$ cat config.mk
export PLATFORM = sky130hd
export DESIGN_NAME = click_sequencer
export DESIGN_NICKNAME = d
export VERILOG_FILES = /design/src/rtl/click_sequencer.sv
export SDC_FILE = /design/constraint.sdc
export NUM_CORES = 1
export LEC_CHECK = 0
export CORE_MARGIN = 2
export CORE_UTILIZATION = 35
export DETAILED_ROUTE_END_ITERATION = 16
export PLACE_DENSITY = 0.5
export SYNTH_ARGS = -nofsm -noshare
export SYNTH_HDL_FRONTEND = slang
export SYNTH_SLANG_ARGS = --single-unit
$ cat constraint.sdc
create_clock -name clk -period 3.24 [get_ports clk]
set_clock_uncertainty 0.1 [all_clocks]
set_input_delay 0.486 -clock clk [delete_from_list [all_inputs] [get_ports clk]]
set_output_delay 0.486 -clock clk [all_outputs]
set_load 0.005 [all_outputs]
$ cat src/rtl/click_sequencer.sv
// Button front-end: 2-flop synchronisers, shared-counter debounce, centre single/double click
// resolution and a one-deep action register. Define CLICK_DOUBLE_EN to build the double-click window.
module click_sequencer #(
    parameter logic [15:0] DEB_CYCLES = 16'd50000,
    parameter logic [23:0] DBL_WINDOW = 24'd5000000,
    parameter int unsigned CNT_W      = 24
) (
    input  logic       clk,
    input  logic       clear_n,
    input  logic       btn_c,
    input  logic       btn_u,
    input  logic       btn_r,
    input  logic       btn_d,
    input  logic       btn_l,
    input  logic       dbl_sw,
    input  logic       ack,
    output logic [2:0] action,
    output logic       action_valid,
    output logic       overrun
);

    localparam logic [CNT_W-1:0] DEB_MAX = CNT_W'(DEB_CYCLES - 16'd1);

`ifdef CLICK_DOUBLE_EN
    localparam logic [CNT_W-1:0] DBL_MAX = CNT_W'(DBL_WINDOW - 24'd1);
    typedef enum logic [1:0] {IDLE, C_WAIT, PEND} state_t;
    logic [CNT_W-1:0] win_cnt;
`else
    typedef enum logic [1:0] {IDLE, PEND} state_t;
    logic unused_dbl;
    assign unused_dbl = dbl_sw ^ DBL_WINDOW[0];
`endif

    state_t state;

    // Bit order: 0=C, 1=U, 2=R, 3=D, 4=L
    logic [4:0]       raw, sync1, sync2, last, stable, stable_q, rise;
    logic [CNT_W-1:0] deb_cnt;
    logic             differ;
    logic             ev_c, ev_dir;
    logic [2:0]       dir_code;

    assign raw    = {btn_l, btn_d, btn_r, btn_u, btn_c};
    assign differ = (sync2 != last);

    always_ff @(posedge clk or negedge clear_n) begin
        if (!clear_n) begin
            sync1    <= '0;
            sync2    <= '0;
            last     <= '0;
            stable   <= '0;
            stable_q <= '0;
            deb_cnt  <= '0;
        end else begin
            sync1    <= raw;
            sync2    <= sync1;
            last     <= sync2;
            stable_q <= stable;
            if (differ) begin
                deb_cnt <= '0;
            end else if (deb_cnt != DEB_MAX) begin
                deb_cnt <= deb_cnt + CNT_W'(1);
            end
            // Load only once the counter has saturated and this sample still agrees
            if (!differ && deb_cnt == DEB_MAX) begin
                stable <= sync2;
            end
        end
    end

    assign rise   = stable & ~stable_q;
    assign ev_c   = rise[0];
    assign ev_dir = |rise[4:1];

    always_comb begin
        dir_code = 3'b000;
        if (rise[1])      dir_code = 3'b100;
        else if (rise[2]) dir_code = 3'b101;
        else if (rise[3]) dir_code = 3'b110;
        else if (rise[4]) dir_code = 3'b111;
    end

    always_ff @(posedge clk or negedge clear_n) begin
        if (!clear_n) begin
            state        <= IDLE;
            action       <= '0;
            action_valid <= 1'b0;
            overrun      <= 1'b0;
`ifdef CLICK_DOUBLE_EN
            win_cnt      <= '0;
`endif
        end else begin
            overrun <= 1'b0;
            case (state)
                IDLE: begin
                    if (ev_c) begin
                        overrun <= ev_dir;
`ifdef CLICK_DOUBLE_EN
                        if (dbl_sw) begin
                            state   <= C_WAIT;
                            win_cnt <= '0;
                        end else begin
                            state        <= PEND;
                            action       <= 3'b001;
                            action_valid <= 1'b1;
                        end
`else
                        state        <= PEND;
                        action       <= 3'b001;
                        action_valid <= 1'b1;
`endif
                    end else if (ev_dir) begin
                        state        <= PEND;
                        action       <= dir_code;
                        action_valid <= 1'b1;
                    end
                end
`ifdef CLICK_DOUBLE_EN
                C_WAIT: begin
                    // A second C wins even on the terminal-count cycle
                    if (ev_c) begin
                        state        <= PEND;
                        action       <= 3'b010;
                        action_valid <= 1'b1;
                        overrun      <= ev_dir;
                    end else if (ev_dir || win_cnt == DBL_MAX) begin
                        state        <= PEND;
                        action       <= 3'b001;
                        action_valid <= 1'b1;
                        overrun      <= ev_dir;
                    end else begin
                        win_cnt <= win_cnt + CNT_W'(1);
                    end
                end
`endif
                PEND: begin
                    overrun <= ev_c | ev_dir;
                    if (ack) begin
                        state        <= IDLE;
                        action       <= '0;
                        action_valid <= 1'b0;
                    end
                end
                default: begin
                    state        <= IDLE;
                    action       <= '0;
                    action_valid <= 1'b0;
                end
            endcase
        end
    end

endmodule
### After elaboration in Yosys (flattened, before gate mapping)

Cells that the tools add are included.

| storage, ports and cells | value |
|---|---|
| flip-flop bits (word level) | 56 |
| input bits | 9 |
| output and inout port bits | 5 |
| logic and storage cells | 46 |

| cells by class | value |
|---|---|
| reduce and logical (&&, ||, !) cells | 6 |
| bitwise logic cells | 3 |
| add/subtract/negate cells | 1 |
| multiplexer cells | 20 |
| equal/unequal tests | 6 |

Operators with widths:

| kind | count |
|---|---|
| $mux 24 | 2 |
| $add 24x1->24 const B | 1 |
| $eq 24x16->1 const B | 1 |
| $ne 24x16->1 const B | 1 |
| $mux 3 | 7 |
| $mux 2 | 3 |
| $pmux 3 s2 | 1 |
| $and 5x5->5 | 1 |
| $ne 5x5->1 | 1 |
| $not 5->5 | 1 |
| $mux 1 | 4 |
| $pmux 1 s2 | 2 |
| $pmux 2 s2 | 1 |
| $reduce_or 4->1 | 1 |
| $ne 3x3->1 const B | 1 |
| $eq 2x1->1 const B | 1 |
| $logic_not 2->1 | 1 |
| $ne 2x2->1 const B | 1 |
| $reduce_and 2->1 | 1 |
| $reduce_bool 2->1 | 1 |
| $logic_and 1x1->1 | 1 |
| $logic_not 1->1 | 1 |
| $or 1x1->1 | 1 |

### Depth between registers and ports, before layout

Gate-level depths: netlist of the first run.

| logic depth | value |
|---|---|
| word-level depth | 9 |
| mapped depth | 6 |

### Least setup slack after synthesis of the first run

Ideal clock, no wire load.

| path | value |
|---|---|
| kind | reg2reg |
| start | register deb_cnt[19] |
| end | register stable[0] |
| period minus slack after synthesis | 1.909 ns |
| cell stages (with the launch flop) | 6 |
| setup slack | 1.331 ns |
| library setup time | 0.125 ns |
| path buffers | 0 |
| data arrival time | 1.684 ns |
| required time | 3.015 ns |
| cell sequence | dfrtp_1 nor4_4 nand2_1 nor4_4 nand2b_4 mux2_4 |

| between the ends | value |
|---|---|
| longest elaborated chain between the ends | 2 |

Ends and longest elaborated chain:

| element | line | text |
|---|---|---|
| from (decl) | 38 | `logic [CNT_W-1:0] deb_cnt;` |
| from (signal assigned) | 62 | `deb_cnt <= deb_cnt + CNT_W'(1);` |
| $eq 24x16->1 | 65 | `if (!differ && deb_cnt == DEB_MAX) begin` |
| $logic_and 1x1->1 | 65 |  |
| to (signal assigned) | 66 | `stable <= sync2;` |
| to (decl) | 37 | `logic [4:0] raw, sync1, sync2, last, stable, stable_q, rise;` |

No other way between the ends.
A chain may end at the register's enable or synchronous reset.

### Final worst setup path of the first run

| path | value |
|---|---|
| start | register deb_cnt[20] |
| end | register stable[0] |

Same word-level chain as after synthesis.

==> results of run 1 <==
==> Yosys cell counts (2+ instances only) <==
master	n
dfrtp_1	54
o2111ai_1	2
xnor2_1	11
nor2b_1	6
nand4_1	6
xor2_1	13
nand3_1	8
and3_1	3
clkbuf_1	2
nand2b_1	2
mux2_4	5
nand2_1	10
or3_1	3
or4_1	2
nor2_1	31
inv_1	2
o211ai_1	2
nor4_4	3
o21ai_0	6
nor3_1	11
a21oi_1	4
==> kinds of logic (layout without fill, tap and decap cells) <==
group	Yosys count	in the layout
compound gates	16	16
xor+xnor	24	24
fa+ha+maj	2	2
buf+inv	4	24
flops	54	54
mux	6	6
simple gates	92	92
==> worst max-delay path: cells and delay by family (launching register included) <==
kind / cells / cell delay [ns]
and+or+nand+nor: 4 / 1.17
DFF: 1 / 0.43
muxes: 1 / 0.32
==> power breakdown <==
part	leakage [nW]	internal [mW]	switching (mW)
clock network	0.0591	0.236	0.233
registers	0.718	0.690	0.0115
logic	0.326	0.0288	0.0263
total	1.10	0.955	0.271
==> layer usage <==
layer | wire, µm | global-route usage, % | vias up
li1 | - | - | 721
met1 | 2000 | 18.2 | 727
met2 | 1610 | 15.6 | 17
met3 | 111 | 2.72 | 4
met4 | 53 | 5.19 | 0
met5 | 0 | 0 | -
==> final timing paths <==
check	startpoint	to	cells past startpoint	slack [ns]
worst min-delay path	clear_n	sync2[3]	2	0.19
worst max register to register	deb_cnt[20]	stable[0]	5	1.11
worst min register to register	sync1[4]	sync2[4]	0	0.26
worst max-delay path	deb_cnt[20]	stable[0]	5	1.11
min in group clk	sync1[4]	sync2[4]	0	0.26
max in group asynchronous	clear_n	deb_cnt[19]	2	2.40
==> area by class of cell <==
class	count	area (µm²)
Multi-Input combinational cell	140	937
Tap cell	77	96.3
Fill cell	618	3710
Timing Repair Buffer	14	130
Sequential cell	54	1350
Clock buffer	5	68.8
Clock inverter	3	47.5
Inverter	2	7.51
==> flip-flops by register name (all words and copies together), names as in the netlist <==
name / flops
stable: 5
stable_q: 5
last: 5
sync2: 5
sync1: 5
overrun: 1
action: 3
deb_cnt: 24
action_valid: 1
==> stage by stage <==
step | area (µm²) | instances
after global placement | 2520 | 287
after detailed placement | 2520 | 287
after floorplan | 2300 | 198
after CTS | 2640 | 295
final | 2640 | 295
after global routing | 2640 | 295
==> key figures, run 1 <==
Synth
  – Area share of fa/ha/maj cells after synthesis: 0.978%
  – XOR/XNOR Fraction of Synth Area: 9.13%
  – Largest family of logic cells by synthesized area: simple AND/OR/NAND/NOR gates
  – Mux cell area share after synthesis: 3.69%
  – Leading area contributor after synthesis: dfrtp_1
  – Share of the synthesized area in the top cell type: 58.7%
  – Syn_area_per_cell: 11.6 µm²
  – Compound-gate portion of the synthesized area: 4.13%
  – Mapped cell area: 0.00230 mm²
  – Async SR Flop Fraction: 100%
  – Synthesis warning total: 0
  – Number of flops mapped to enable cells by yosys: 0
  – Top cells by area, synth: dfrtp_1 (59%), nor2_1 (5.1%), xor2_1 (4.9%)
  – Synth cell types: 33
  – Synth Net Count: 208
  – Ys flop type: dfrtp_1
  – Synth Instances: 198
  – Sequential-to-total area share from yosys stat: 58.7%
  – Synth Register Bits: 54
  – Post-Synth Simple-Gate Area: 22.8%

Global routing
  – Vias in the first global route: 1409
  – Initial antenna violation count: 0
  – Total track usage: 11.8%
  – Largest net degree at the start of global routing: 55
  – First-pass GRT wire length: 6.79 mm
  – Congestion Overflow GR: 0

STA
  – Setup ws final: 1.11 ns
  – RSZ-0062 raised after global routing: no
  – Final Hold Fails: 0
  – Fmax: 0.470 GHz
  – Hold WS: 0.187 ns
  – Final Slew Violations: 0
  – Final setup TNS: 0 ns
  – Final period utilization: 65.6%
  – Least-Margin Pin Slew: 0.677 ns
  – Worst slew margin: 54.8%
  – Minimum clock period: 2.13 ns
  – Final setup viols: 0

Clock network
  – Htree depth: 2
  – Clock Latency Late Sink: 0.31 ns
  – CTS root buffer: clkbuf_8
  – Post-CTS Resized: 0
  – Longest Clk Path Bufs: 2
  – Clock transition at path regs: 0.10 ns
  – CTS buffer count: 5
  – # clock sinks: 54
  – CTS tree: done
  – Setup Fix Bufs, Post-CTS: 0
  – Cts hold-fix bufs: 0

Setup path
  – CP Launch Type: register
  – Crit-path cells: nor4_2, nand2_1, nor4_4, nand2b_4, mux2_4
  – Critical path type: register to register
  – CP endpoint kind: register
  – Worst path arrival time: 2.23 ns
  – Crit path max-delay cell type: nor4_4
  – CP Data Required Time: 3.34 ns
  – Crit path max fanout: 5
  – CP peak stage delay: 0.53 ns

Final layout
  – Core Util, Final: 41.6%
  – Antenna cells: 0
  – Nets: 227
  – Commonest non-fill, non-tap cell in the layout: dfrtp_1
  – Commonest non-fill, non-tap cells in the layout: dfrtp_1 (54), nor2_1 (31), xor2_1 (13)
  – Share of cells above drive strength 1: 11.0%
  – Area grow syn2layout: 14.6%

Run status
  – Outcome: finished clean

Floorplan
  – Io pins: 14
  – Die W: 85.1 µm
  – Core Area: 0.00635 mm²
  – Initial Utilization: 36.3%
  – Total die area: 0.00725 mm²
  – Die H: 85.1 µm
  – Cell Rows: 29

Pwr
  – Power per cell area: 464 mW/mm²
  – Total power draw: 1.23 mW
  – LEAKAGE: 1.10 nW
  – VDD IR max: 0.196 mV

Detailed routing
  – # DRC: 0
  – First-pass detailed-route iteration total: 4
  – Vias: 1469
  – 1st-iter DRT viols: 45
  – Post-route antenna net violation count: 0
  – Final wirelength: 3.78 mm
  – DR WL/cell: 12.8 µm
  – DR vias/cell: 4.98

Place
  – Dpl ws: 1.11 ns
  – Final GP Congestion: 0.683
  – Estimated wirelength of the detail-placed design: 2.48 mm
  – PortBufs: 12

Worst hold path
  – Hold Crit Class: input pin to asynchronous set/reset pin

Job
  – Max Cap Viol: 0
(Power assumes the default switching activity.)
==> inputs of run 2 (changes only) <==
- PLACE_DENSITY: 0.5 -> 0.52
- clock period: 3.24 -> 1.9 ns (I/O delays scaled with it)
==> key figures, run 2 (same netlist as run 1, synthesis figures left out) <==
Detailed routing
  – DR WL/cell: 12.3 µm
  – Vias: 1522
  – DR vias/cell: 4.71
  – # DRC: 0
  – Post-route antenna net violation count: 0
  – 1st-iter DRT viols: 71
  – First-pass detailed-route iteration total: 4
  – Final wirelength: 3.98 mm

Pwr
  – Sequential power share: 62.3%
  – Sw frac: 22.6%
  – Combinational power share: 5.2%
  – Power per cell area: 658 mW/mm²
  – LEAKAGE: 1.25 nW
  – VDD IR max: 0.297 mV
  – Clock power frac: 32.5%
  – Net Switching: 0.433 mW
  – Internal Pwr Total: 1.49 mW

Setup path
  – Critical path type: register to register
  – Reg2Reg Depth: 5
  – Reg2Reg Setup Slack: -0.0002 ns
  – CP endpoint kind: register
  – Crit path to: stable[2]
  – Worst path arrival time: 1.99 ns
  – CP Launch Type: register
  – Critical R2R Launch: deb_cnt[23]
  – Crit path launch: deb_cnt[23]
  – Reg-to-reg endpoint: stable[2]
  – CP Data Required Time: 1.99 ns
  – Crit path max fanout: 5

Global routing
  – Initial antenna violation count: 0
  – First-pass GRT wire length: 6.80 mm
  – Vias in the first global route: 1437
  – Total track usage: 11.9%
  – Largest net degree at the start of global routing: 55
  – Congestion Overflow GR: 0

STA
  – Final period utilization: 100%
  – Final Hold Fails: 0
  – Final setup viols: 1
  – Worst slew margin: 76.9%
  – Final setup TNS: -0.000236 ns
  – Fmax: 0.526 GHz
  – Setup ws final: -0.000236 ns
  – Least-Margin Pin Slew: 0.346 ns
  – Hold WS: 0.255 ns
  – Minimum clock period: 1.90 ns
  – RSZ-0062 raised after global routing: yes
  – Final Slew Violations: 0

Final layout
  – Nets: 256
  – Commonest non-fill, non-tap cell in the layout: dfrtp_1
  – Antenna cells: 0
  – Max FFs per register: 24
  – Commonest non-fill, non-tap cells in the layout: dfrtp_1 (54), nor2_1 (31), buf_4 (29)
  – Share of cells above drive strength 1: 25.2%
  – Area grow syn2layout: 26.7%
  – Top reg by flops: deb_cnt

Floorplan
  – Die H: 85.1 µm
  – Core Area: 0.00635 mm²
  – Io pins: 14
  – Initial Utilization: 36.3%
  – Total die area: 0.00725 mm²
  – Cell Rows: 29
  – Die W: 85.1 µm

Clock network
  – Htree depth: 2
  – # clock sinks: 54
  – CTS root buffer: clkbuf_8
  – Clock Latency Late Sink: 0.30 ns
  – CTS buffer count: 5
  – Clock transition at path regs: 0.10 ns
  – CTS tree: done
  – Longest Clk Path Bufs: 2

Run status
  – Outcome: finished with violations
  – Violated checks: negative setup slack

Worst hold path
  – Hold Crit Class: register to register

Job
  – Max Cap Viol: 0

Place
  – Estimated wirelength of the detail-placed design: 2.62 mm
  – PortBufs: 12
  – Final GP Congestion: 0.764
-- run 2: cell types whose count changed in the layout (fill, tap and decap cells not counted), moves of 2 or more --
cell     delta
buf_4      +27
nor3_1      -6
or3_4       +2
or3_1       -2
nor3_2      +6
nand3_1     -2
-- run 2: final cells by class --
cell class                 instances  area (µm²)
tap                               77        96.3
inverter                           2        7.51
multi-input combinational        140        1020
sequential                        54        1350
clock inverter                     2        13.8
fill                             570        3430
timing repair buffer              43         363
clock buffer                       5        68.8
-- run 2: layer usage --
layer,part of all wire (%),GRT usage [%]
met1,49,16.6
met2,46,17.8
met3,2.8,2.63
met4,2.0,5.19
met5,0,0
-- run 2: what timing repair did --
action / in CTS / in global routing
resized for setup: 2 / 12
setup buffers: 0 / 6
setup endpoints to repair: 10 / 19
pin swaps: 2 / 5
hold buffers: 1 / 0
endpoints found under the hold margin: 54 / 0
-- run 2: how the worst min path moves through the flow --
| stage | from | to | depth (start not counted) |
|---|---|---|---|
| after floorplan | clear_n | action[0] | 0 |
| after global placement | clear_n | sync1[4] | 2 |
| after detailed placement | clear_n | sync1[4] | 2 |
| after CTS | sync1[3] | sync2[3] | 0 |
| after global routing | sync1[1] | sync2[1] | 0 |
| final | sync1[3] | sync2[3] | 0 |
-- run 2: power by group through the flow --
stage	registers (mW)	logic (mW)	clock network (mW)
2_1_floorplan	1.22	0.0305	0
3_3_place_gp	1.22	0.102	0
3_5_place_dp	1.22	0.102	0
4_1_cts	1.20	0.104	0.654
5_1_grt	1.20	0.113	0.708
6_report	1.20	0.0998	0.623
-- run 2: worst max-delay path, cell delays in order (launching register included) --
cell and delay [ns]:
dfrtp_1 0.43, nor4_4 0.31, nand2_1 0.13, nor4_4 0.38, nand2b_4 0.13, mux2_4 0.31
-- run 2: through the flow --
step	utilization [%]	setup slack (ns)	instance area (µm²)	total power, mW	std cells
finish	46.0	-0.000236	2920	1.92	323
floorplan	-	-0.000973	2300	1.25	198
global placement	42.5	-0.0174	2700	1.32	309
detailed placement	42.5	-0.0295	2700	1.32	309
CTS	44.3	-0.0256	2810	1.95	317
global route	46.0	-0.0822	2920	2.02	323
==> inputs of run 3 (changes only) <==
- CELL_PAD_IN_SITES_DETAIL_PLACEMENT: default -> 2
- CELL_PAD_IN_SITES_GLOBAL_PLACEMENT: default -> 2
- PLACE_DENSITY: 0.52 -> 0.71
==> key figures, run 3 (same netlist as run 1, synthesis figures left out) <==
Run status
  – Outcome: finished with violations
  – Violated checks: negative setup slack

Clock network
  – Clock transition at path regs: 0.09 ns
  – # clock sinks: 54
  – Htree depth: 2
  – Longest Clk Path Bufs: 2
  – Clock Latency Late Sink: 0.32 ns
  – CTS buffer count: 5
  – CTS tree: done
  – CTS root buffer: clkbuf_8

Detailed routing
  – First-pass detailed-route iteration total: 3
  – Vias: 1651
  – # DRC: 0
  – Final wirelength: 5.84 mm
  – DR vias/cell: 5.10
  – Post-route antenna net violation count: 0
  – 1st-iter DRT viols: 78
  – DR WL/cell: 18.0 µm

Final layout
  – Finished Layout Cells: 324
  – Final instance area: 0.00297 mm²
  – Multi-input logic area: 0.00106 mm²
  – Commonest non-fill, non-tap cell in the layout: dfrtp_1
  – Core Util, Final: 46.8%
  – Max FFs per register: 24
  – Top reg by flops: deb_cnt
  – Commonest non-fill, non-tap cells in the layout: dfrtp_1 (54), nor2_1 (30), buf_4 (29)
  – Antenna cells: 0
  – Fill cells: 629
  – Sequential cell area: 0.00135 mm²
  – Nets: 257
  – Share of cells above drive strength 1: 27.9%
  – Area grow syn2layout: 28.9%

Global routing
  – Largest net degree at the start of global routing: 55
  – Total track usage: 17.5%
  – First-pass GRT wire length: 9.77 mm
  – Initial antenna violation count: 0
  – Vias in the first global route: 1917
  – Congestion Overflow GR: 0

STA
  – Setup ws final: -0.109 ns
  – Worst slew margin: 72.7%
  – Least-Margin Pin Slew: 0.407 ns
  – Final period utilization: 106%
  – Final Slew Violations: 0
  – RSZ-0062 raised after global routing: yes
  – Final Hold Fails: 0
  – Minimum clock period: 2.01 ns
  – Final setup viols: 7
  – Fmax: 0.498 GHz

Floorplan
  – Cell Rows: 29
  – Initial Utilization: 36.3%
  – Core Area: 0.00635 mm²
  – Io pins: 14
  – Die W: 85.1 µm
  – Die H: 85.1 µm
  – Total die area: 0.00725 mm²

Place
  – Estimated wirelength of the detail-placed design: 3.80 mm
  – PortBufs: 12
  – Dpl ws: -0.0907 ns
  – Final GP Congestion: 0.800
  – Dpl cells: 309
  – DP Area: 0.00270 mm²

Setup path
  – CP Launch Type: register
  – Worst path arrival time: 2.11 ns
  – Crit path max fanout: 5
  – CP endpoint kind: register
  – CP Data Required Time: 2.01 ns
  – Critical path type: register to register

Pwr
  – Power per cell area: 657 mW/mm²
  – VDD IR max: 0.452 mV
  – LEAKAGE: 1.31 nW

Job
  – Max Cap Viol: 0

Worst hold path
  – Hold Crit Class: register to register
-- run 3: cell count changes in the layout (fill, tap and decap cells not counted), moves of 2 or more --
cell	delta
nor3_4	+2
nor3_1	+3
o21ai_0	-3
nand3_2	+2
nand2_1	-2
nor3_2	-5
nand2_2	+2
o21ai_2	+2
-- run 3: power breakdown --
group | total, mW | leakage (nW) | internal, mW | switching (mW)
Clock | 0.647 | 0.0444 | 0.256 | 0.391
Sequential | 1.20 | 0.718 | 1.18 | 0.0216
Combinational | 0.105 | 0.547 | 0.0547 | 0.0507
-- run 3: worst paths after layout --
| path | start | end | cells past startpoint | slack (ns) |
|---|---|---|---|---|
| worst max-delay path | deb_cnt[13] | stable[2] | 6 | -0.11 |
| worst min-delay path | sync1[2] | sync2[2] | 0 | 0.25 |
| worst max register to register | deb_cnt[13] | stable[2] | 6 | -0.11 |
| worst min register to register | sync1[2] | sync2[2] | 0 | 0.25 |
| max in group asynchronous | clear_n | sync2[3] | 3 | 1.08 |
| min in group asynchronous | clear_n | action_valid | 3 | 0.37 |
-- run 3: cell type report --
class                   instances  area share (%)
flip-flops and latches         54            45.5
multi-input cells             140            35.6
repair buffers                 44            12.6
well taps                      77            3.24
clock buffers                   5            2.32
clock inverters                 2           0.464
inverters                       2           0.253
-- run 3: stage by stage --
stage | power (mW) | hold WS (ns) | TNS (ns)
after floorplan | 1.25 | -0.111 | -0.00486
after global placement | 1.32 | 0.197 | -0.0557
after detailed placement | 1.33 | 0.206 | -0.763
after CTS | 1.99 | 0.260 | -0.441
after global routing | 2.03 | 0.271 | -1.99
final | 1.95 | 0.255 | -0.568
-- run 3: what timing repair did --
action / in CTS / in global routing
setup buffers: 5 / 2
setup endpoints to repair: 16 / 18
gates resized for setup: 11 / 16
pin swaps: 11 / 9
hold buffers: 1 / 0
hold endpoints to repair: 54 / 0
-- run 3: metal layers --
metal	vias to the layer above	track usage [%]	wire, µm
li1	780	-	-
met1	841	20.9	2430
met2	20	30.7	3150
met3	10	4.18	150
met4	0	6.49	116
met5	-	0	0
-- run 3: worst max-delay path, stage by stage, from the launching register on --
cell,delay [ns]
dfrtp_1,0.43
nor4_4,0.34
nand2_2,0.12
nor4_4,0.33
buf_4,0.19
nand2b_4,0.09
mux2_4,0.30
